===== config.mk =====
export PLATFORM = sky130hd
export DESIGN_NAME = bin2bcd_seq_flat
export DESIGN_NICKNAME = d
export VERILOG_FILES = /design/src/rtl/bin2bcd_seq_if.sv /design/src/rtl/bin2bcd_seq.sv /design/src/flat_wrapper.sv
export SDC_FILE = /design/constraint.sdc
export NUM_CORES = 1
export LEC_CHECK = 0
export BUFFER_PORTS_ARGS = -buffer_cell sky130_fd_sc_hd__buf_2
export CORE_ASPECT_RATIO = 0.9
export CORE_MARGIN = 2
export CORE_UTILIZATION = 25
export DETAILED_ROUTE_END_ITERATION = 10
export SLEW_MARGIN = 0
export SYNTH_ARGS = -nofsm -noshare
export SYNTH_HDL_FRONTEND = slang
export SYNTH_SLANG_ARGS = --single-unit

===== constraint.sdc =====
create_clock -name clk -period 1.8 [get_ports clk]
set_input_delay 0 -clock clk [delete_from_list [all_inputs] [get_ports clk]]
set_output_delay 0 -clock clk [all_outputs]
set_load 0.01 [all_outputs]

===== src/rtl/bin2bcd_seq_if.sv =====
// Handshake bundle for the sequential binary-to-BCD converter.
//
// Signals:
//   start   : request a conversion of bin (driven by master)
//   bin     : unsigned binary value to convert (driven by master)
//   busy    : a conversion is in flight, start is ignored (driven by slave)
//   done    : one-cycle pulse, bcd/ndigits hold a new result (driven by slave)
//   bcd     : packed BCD result, units digit in the low nibble (driven by slave)
//   ndigits : number of significant decimal digits, 1..DIGITS (driven by slave)
//
// Modports:
//   master : the block requesting conversions (e.g. the sensor decoder side)
//   slave  : the converter itself
interface bin2bcd_seq_if #(
    parameter int BIN_W  = 8,
    parameter int DIGITS = 3
);
    logic                         start;
    logic [BIN_W-1:0]             bin;
    logic                         busy;
    logic                         done;
    logic [4*DIGITS-1:0]          bcd;
    logic [$clog2(DIGITS+1)-1:0]  ndigits;

    modport master (
        output start,
        output bin,
        input  busy,
        input  done,
        input  bcd,
        input  ndigits
    );

    modport slave (
        input  start,
        input  bin,
        output busy,
        output done,
        output bcd,
        output ndigits
    );
endinterface


===== src/rtl/bin2bcd_seq.sv =====
// Multi-cycle binary-to-BCD converter using shift-and-add-3 (double dabble),
// one input bit per clock. Feeds the LCD character driver with packed BCD
// digits plus a significant-digit count for leading-zero blanking.
//
// Parameters:
//   BIN_W  : input binary width, 1..32
//   DIGITS : number of BCD output digits, large enough for 2**BIN_W-1
//
// Ports:
//   clk : system clock, rising edge
//   rst : asynchronous reset, active-high
//   bus : bin2bcd_seq_if slave modport (start/bin in, busy/done/bcd/ndigits out)
//
// Timing: start accepted at edge k, bits shifted on edges k+1..k+BIN_W, result
// and a one-cycle done pulse appear at edge k+BIN_W+1, together with busy
// dropping. A start seen in the done cycle is accepted immediately.
module bin2bcd_seq #(
    parameter int BIN_W  = 8,
    parameter int DIGITS = 3
) (
    input  logic          clk,
    input  logic          rst,
    bin2bcd_seq_if.slave  bus
);

    localparam int CNT_W = $clog2(BIN_W + 1);
    localparam int BCD_W = 4 * DIGITS;
    localparam int ND_W  = $clog2(DIGITS + 1);

    // Decimal digits needed for the largest BIN_W-bit value; this equals
    // ceil(BIN_W*log10(2)) because 2**BIN_W is never a power of ten.
    function automatic int min_digits(input int w);
        longint unsigned m;
        int              n;
        m = (64'd1 << w) - 64'd1;
        n = 1;
        while (m >= 64'd10) begin
            m = m / 64'd10;
            n = n + 1;
        end
        return n;
    endfunction

    // Refuse to elaborate with an input width or digit count that could
    // silently truncate the result.
    generate
        if (BIN_W < 1 || BIN_W > 32) begin : g_bad_width
            $error("bin2bcd_seq: BIN_W must be in 1..32");
        end
        else if (DIGITS < min_digits(BIN_W)) begin : g_bad_digits
            $error("bin2bcd_seq: DIGITS too small for BIN_W");
        end
    endgenerate

    typedef enum logic [1:0] {
        IDLE,
        SHIFT,
        OUT
    } state_t;

    state_t              state;
    logic [BIN_W-1:0]    sreg;
    logic [BCD_W-1:0]    work;
    logic [BCD_W-1:0]    work_adj;
    logic [CNT_W-1:0]    cnt;
    logic                busy_q;
    logic                done_q;
    logic [BCD_W-1:0]    bcd_q;
    logic [ND_W-1:0]     nd_q;
    logic [ND_W-1:0]     nd_next;

    // Add-3 correction: every nibble of 5 or more gets +3 before the shift,
    // all nibbles judged on their pre-adjust values. With a legal DIGITS the
    // top nibble never carries out, so 4-bit wraparound is harmless.
    always_comb begin
        work_adj = work;
        for (int i = 0; i < DIGITS; i++) begin
            if (work[4*i +: 4] >= 4'd5) begin
                work_adj[4*i +: 4] = work[4*i +: 4] + 4'd3;
            end
        end
    end

    // Significant-digit count: position of the highest nonzero nibble plus
    // one, with an all-zero result still reporting a single digit.
    always_comb begin
        nd_next = ND_W'(1);
        for (int i = 0; i < DIGITS; i++) begin
            if (work[4*i +: 4] != 4'd0) begin
                nd_next = ND_W'(i + 1);
            end
        end
    end

    // Conversion FSM with registered handshake outputs. done defaults low
    // every cycle so it can only ever be a single-cycle pulse from OUT.
    always_ff @(posedge clk or posedge rst) begin
        if (rst) begin
            state  <= IDLE;
            sreg   <= '0;
            work   <= '0;
            cnt    <= '0;
            busy_q <= 1'b0;
            done_q <= 1'b0;
            bcd_q  <= '0;
            nd_q   <= ND_W'(1);
        end
        else begin
            done_q <= 1'b0;
            case (state)
                IDLE: begin
                    if (bus.start) begin
                        sreg   <= bus.bin;
                        work   <= '0;
                        cnt    <= CNT_W'(BIN_W);
                        busy_q <= 1'b1;
                        state  <= SHIFT;
                    end
                end
                SHIFT: begin
                    work <= {work_adj[BCD_W-2:0], sreg[BIN_W-1]};
                    sreg <= sreg << 1;
                    cnt  <= cnt - CNT_W'(1);
                    if (cnt == CNT_W'(1)) begin
                        state <= OUT;
                    end
                end
                OUT: begin
                    bcd_q  <= work;
                    nd_q   <= nd_next;
                    done_q <= 1'b1;
                    busy_q <= 1'b0;
                    state  <= IDLE;
                end
                default: begin
                    state <= IDLE;
                end
            endcase
        end
    end

    assign bus.busy    = busy_q;
    assign bus.done    = done_q;
    assign bus.bcd     = bcd_q;
    assign bus.ndigits = nd_q;

endmodule


===== src/flat_wrapper.sv =====
// flat-port wrapper written by rule: the top's interface ports become plain ports
module bin2bcd_seq_flat 
#(
    parameter int BIN_W  = 8,
    parameter int DIGITS = 3
)
  (clk, rst, bus_start, bus_bin, bus_busy, bus_done, bus_bcd, bus_ndigits);
  bin2bcd_seq_if #(.BIN_W(BIN_W), .DIGITS(DIGITS)) bus_i ();
  input  logic clk;
  input  logic rst;
  input wire logic [$bits(bus_i.start)-1:0] bus_start;
  input wire logic [$bits(bus_i.bin)-1:0] bus_bin;
  output wire logic [$bits(bus_i.busy)-1:0] bus_busy;
  output wire logic [$bits(bus_i.done)-1:0] bus_done;
  output wire logic [$bits(bus_i.bcd)-1:0] bus_bcd;
  output wire logic [$bits(bus_i.ndigits)-1:0] bus_ndigits;
  assign bus_i.start = bus_start;
  assign bus_i.bin = bus_bin;
  assign bus_busy = bus_i.busy;
  assign bus_done = bus_i.done;
  assign bus_bcd = bus_i.bcd;
  assign bus_ndigits = bus_i.ndigits;
  bin2bcd_seq #(.BIN_W(BIN_W), .DIGITS(DIGITS)) u_core (.clk(clk), .rst(rst), .bus(bus_i));
endmodule

======== Word-level counts from Yosys, hierarchy flattened ========
Cells that the tools add are included.
operators by class
  add/sub/neg operators ................... 4
  multiply operators ...................... 0
  divide/modulo/power cells ............... 0
  magnitude comparators ................... 3
  equality and inequality tests ........... 5
  shifts and indexed selects .............. 0
  muxes and demuxes ....................... 17
  bitwise logic cells ..................... 0
  reduce and logical (&&, ||, !) cells .... 8
operators with widths
  operator                                                               number
  12-bit one-hot mux with 2 select lines                                 1
  8-bit one-hot mux with 2 select lines                                  1
  4-bit by 3-bit >= comparator with 1-bit output, second input constant  3
  12-bit 2-to-1 mux                                                      1
  4-bit 2-to-1 mux                                                       3
  4-bit by 2-bit adder with 4-bit output, second input constant          2
  2-bit 2-to-1 mux                                                       4
  8-bit 2-to-1 mux                                                       1
  4-bit one-hot mux with 2 select lines                                  1
  4-bit nonzero test                                                     2
  2-bit AND reduction                                                    3
  4-bit by 1-bit == test with 1-bit output, second input constant        1
  2-bit one-hot mux with 2 select lines                                  1
  2-bit nonzero test                                                     2
  4-bit by 1-bit subtractor with 4-bit output, second input constant     1
  3-bit by 2-bit adder with 3-bit output, second input constant          1
  3-bit 2-to-1 mux                                                       1
  2-bit by 1-bit == test with 1-bit output, second input constant        1
  2-bit == test, second input constant                                   1
  2-bit zero test                                                        1
  1-bit 2-to-1 mux                                                       2
  2-bit by 1-bit != test with 1-bit output, second input constant        1
  2-bit != test, second input constant                                   1
  1-bit one-hot mux with 2 select lines                                  1
word-level totals
  bits in registers ....................... 42
  bits in latches ......................... 0
  bits in writable memories ............... 0
  memory bits (read-only) ................. 0
  input bits .............................. 11
  output and inout port bits .............. 16
  logic and storage cells ................. 45
  memories kept ........................... 0

======== Logic depth before layout (Yosys ltp) ========
  word-level depth ........................ 3
  depth in mapped cells ................... 6
  gate-level depth less buffers ........... 6

======== Worst setup path before layout ========
OpenSTA, ideal clock, no wires.
  path kind ............................... register to register
  start point ............................. register u_core.work[8]
  end point ............................... register u_core.work[10]
  setup time .............................. 0.121 ns
  arrival time ............................ 1.228 ns
  required time ........................... 1.679 ns
  setup slack ............................. 0.451 ns
  cell stages (with the launch flop) ...... 7
  path buffers ............................ 0
  period minus slack after synthesis ...... 1.349 ns
  cell sequence ........................... dfrtp_1 > inv_1 > ha_1 > nand2b_1 > a21oi_1 > mux2i_1 > a22o_1
between the ends
  longest elaborated chain between the ends .. 3
  elaborated cells between the ends (all ways) .. 4
  classes of those cells .................. add/sub: 1; order compare: 1; mux: 2
ends and longest elaborated chain
  element                                                                                                          line                                  source
  start: declaration                                                                                               bin2bcd_seq.sv:63                     logic [BCD_W-1:0] work;
  start signal: assignment                                                                                         bin2bcd_seq.sv:121                    work <= {work_adj[BCD_W-2:0], sreg[BIN_W-1]};
  4-bit by 3-bit >= comparator with 1-bit output / 3-bit by 2-bit adder with 3-bit output (equally long branches)  bin2bcd_seq.sv:78, bin2bcd_seq.sv:79
  3-bit 2-to-1 mux *                                                                                               bin2bcd_seq.sv:78                     if (work[4*i +: 4] >= 4'd5) begin
  12-bit one-hot mux with 2 select lines *                                                                         bin2bcd_seq.sv:110                    case (state)
Every way passes the cells marked *; elsewhere a longest branch is shown, timed or not.
A chain may end at the register's enable or synchronous reset.

======== Final worst setup path ========
Ends and elaborated chain as after synthesis.

==> impl_results.md <==
* Run status: completed
* Setup CP Type: flop to flop
* FP Rows at 30
* Setup TNS at 0 ps
* Multi-input logic area at 803 um2
* CP startpoint kind: flop
* Place WS at 301 ps
* Register-to-Register Path Depth at 6
* Crit. End Element: flop
* Unique masters post-synth at 36
* Sw frac at 38.4%
* Width of the die at 97.9 um
* Clk buf depth at 2
* YS warnings at 0
* Vias in the first global route at 1432
* Sequential area share after synthesis at 53.1%
* Placed cell area at 2200 um2
* Max Freq at 0.658 GHz
* Postcts setup bufs at 0
* Die area at 8660 um2
* Final net count at 232
* Overflow after GRT at 0
* Post-DRT Antenna Nets at 0
* Tmin final at 1520 ps
* Final Hold Fails at 0
* WL per Instance at 12.2 um
* Reg2reg end: u_core.work[10]
* CTS Buf Count at 5
* DR vias at 1398
* Initial core utilization at 26.0%
* Post-synthesis sequential element count at 42
* Slew Viols, Final at 0
* GPL Wtd Cong at 0.752
* # DRC at 0
* Ports at 27
* Reg area at 1050 um2
* CTS resizes at 0
* Slew headroom at 64.7%
* Tightest Hold Check Type: input port to flop
* First-pass GRT wire length at 6700 um
* Fill count at 825
* Clk_lat worst skew at 290 ps
* GRT Total Usage at 9.74%
* Final Skew at 6.16 ps
* Arrival @ worst endpoint at 1760 ps
* Initial antenna violation count at 0
* Hold Path Cell Cnt at 3
* DRT Wirelength at 3770 um
* Worst EP required at 2040 ps
* Hold path start: bus_bin[2]
* Gate Count Post-Synth at 178
* 1st-iter DRT viols at 55
* Worst-path clk slew at 80 ps
* Fin crit share at 84.4%
* Fin area at 2310 um2
* Port Buffers at 26
* Vias per cell at 4.52
* Die height at 88.5 um
* Clk Tree Root Cell: clkbuf_8
* Setup ws final at 280 ps
* Area Growth Syn to Fin at 16.7%
* Largest net degree at the start of global routing at 43
* Synth top area cells: dfrtp_1, ha_1, o21ai_0
* DP Wirelength at 2620 um
* Power per cell area at 1640 nW/um2
* Core Box Area at 7620 um2
* Sequential group share of total power at 40.9%
* Max-cap violation count at 0
* Syn_nets at 198
* Share of cells above drive strength 1 at 26.3%
* Total net switching power at 0.00146 W
* DP Cell Count at 298
* Part of the power in the clock network at 15.5%
* Leading area contributor after synthesis: dfrtp_1
* H-tree Lvls at 2
* Final setup violation count at 0
* Mapped Area at 1980 um2
* Reg2reg start: u_core.work[8]
* Comb pwr share at 43.6%
* Unrepaired setup endpoints after global routing: no
* Hold Path Sink: u_core.sreg[2]
* CTS tree: done
* Worst-Margin Slew at 530 ps
* # diodes at 0
* Max VDD drop at 0.477 mV
* Syn Area/Cell at 11.1 um2
* R2R Setup Slk at 280 ps
* Max FO, Critical Path at 5
* First-pass DRT Iterations at 4
* Leak at 1.12 nW
* Internal power at 0.00234 W
* CTS Sinks at 42
* Layout Cells excl Fill at 309
* Synth top area share at 51.7%
power by group through the flow:
stage	logic, W	clock network (W)	registers (W)
detailed placement	0.00167	0	0.00158
global placement	0.00164	0	0.00157
finish	0.00165	0.000589	0.00155
floorplan	0.00132	0	0.00156
global route	0.00190	0.000653	0.00161
CTS	0.00168	0.000612	0.00156
worst max-delay path, stage by stage (launching register included):
cell and delay, ps:
dfrtp_1 380, inv_1 150, ha_1 230, nand2b_1 70
a21oi_1 250, mux2i_1 240, a22o_1 140
sequential cells by signal (all words and copies together), names as in the netlist:
name / count
u_core.cnt: 4
u_core.bus.busy: 1
u_core.bus.done: 1
u_core.work: 12
u_core.state: 2
u_core.sreg: 8
u_core.bus.ndigits: 2
u_core.bus.bcd: 12
through the flow:
stage / hold WS [ps] / util, % / power, W
2_1_floorplan: 170 / - / 0.00288
3_3_place_gp: 168 / 28.9 / 0.00321
3_5_place_dp: 168 / 28.9 / 0.00325
4_1_cts: 3.36 / 30.4 / 0.00386
5_1_grt: 9.30 / 30.4 / 0.00417
6_report: 1.81 / 30.4 / 0.00380
area by class of cell:
| cell class | instances | area share, % |
|---|---|---|
| Sequential cell | 42 | 45.5 |
| Multi-Input combinational cell | 115 | 34.7 |
| Timing Repair Buffer | 36 | 9.19 |
| Tap cell | 96 | 5.19 |
| Clock buffer | 8 | 3.46 |
| Inverter | 12 | 1.95 |
cells in the final DEF (no fill, tap or decap), types with 6 or more instances in the layout:
cell,synthesis,layout
a22oi_1,7,7
buf_2,3,26
buf_4,0,7
dfrtp_1,41,41
ha_1,9,9
inv_1,12,12
mux2_2,6,6
nand2_1,19,19
nor2_1,7,7
o21ai_0,19,19
cells in the mapped netlist:
master	n
nand2b_4	1
o32ai_1	1
o22ai_1	5
o21ai_2	2
xor2_1	1
buf_2	3
a32o_2	2
mux2_2	6
a31oi_1	1
o21ai_1	1
dfrtp_1	41
nand3_1	1
o31ai_1	2
a22oi_1	7
nor3b_1	1
inv_1	12
buf_6	6
ha_1	9
o31ai_2	1
dfstp_2	1
nand2b_1	4
mux2i_1	3
nor3_1	2
xnor2_1	3
and3_1	1
o21ai_0	19
a21oi_2	2
nor2b_1	1
a32o_1	2
nor2_2	1
nor2_1	7
nor2_4	1
nand2_1	19
a21oi_1	5
a22o_1	3
nor2b_4	1
cell families after synthesis:
kind of cell               Yosys count  synth area share, %
muxes                                9                 4.92
DFF                                 42                 53.1
buffers and inverters               21                 6.43
adders and majority gates            9                 5.68
xor gates and xnor gates             4                 1.77
and+or+nand+nor                     40                 10.2
AOI/OAI and AO/OA                   53                 17.9
worst max-delay path by stage:
stage / start / to / slack, ps
floorplan: u_core.work[8] / u_core.work[10] / 450
global route: u_core.work[8] / u_core.work[10] / 150
finish: u_core.work[8] / u_core.work[10] / 280
detailed placement: u_core.work[0] / u_core.work[2] / 300
global placement: u_core.work[0] / u_core.work[2] / 320
CTS: u_core.work[0] / u_core.work[2] / 280
what timing repair did:
item,CTS,global route
setup endpoints to repair,0,0
hold buffers,3,0
endpoints found under the hold margin,43,0
per-layer routing:
layer  track usage (%)  routed length (um)
met1              12.0                1820
met2              16.4                1750
met3              2.37                 139
met4              4.55                  72
met5                 0                   0
No activity file was read; power rests on OpenSTA's default activity.
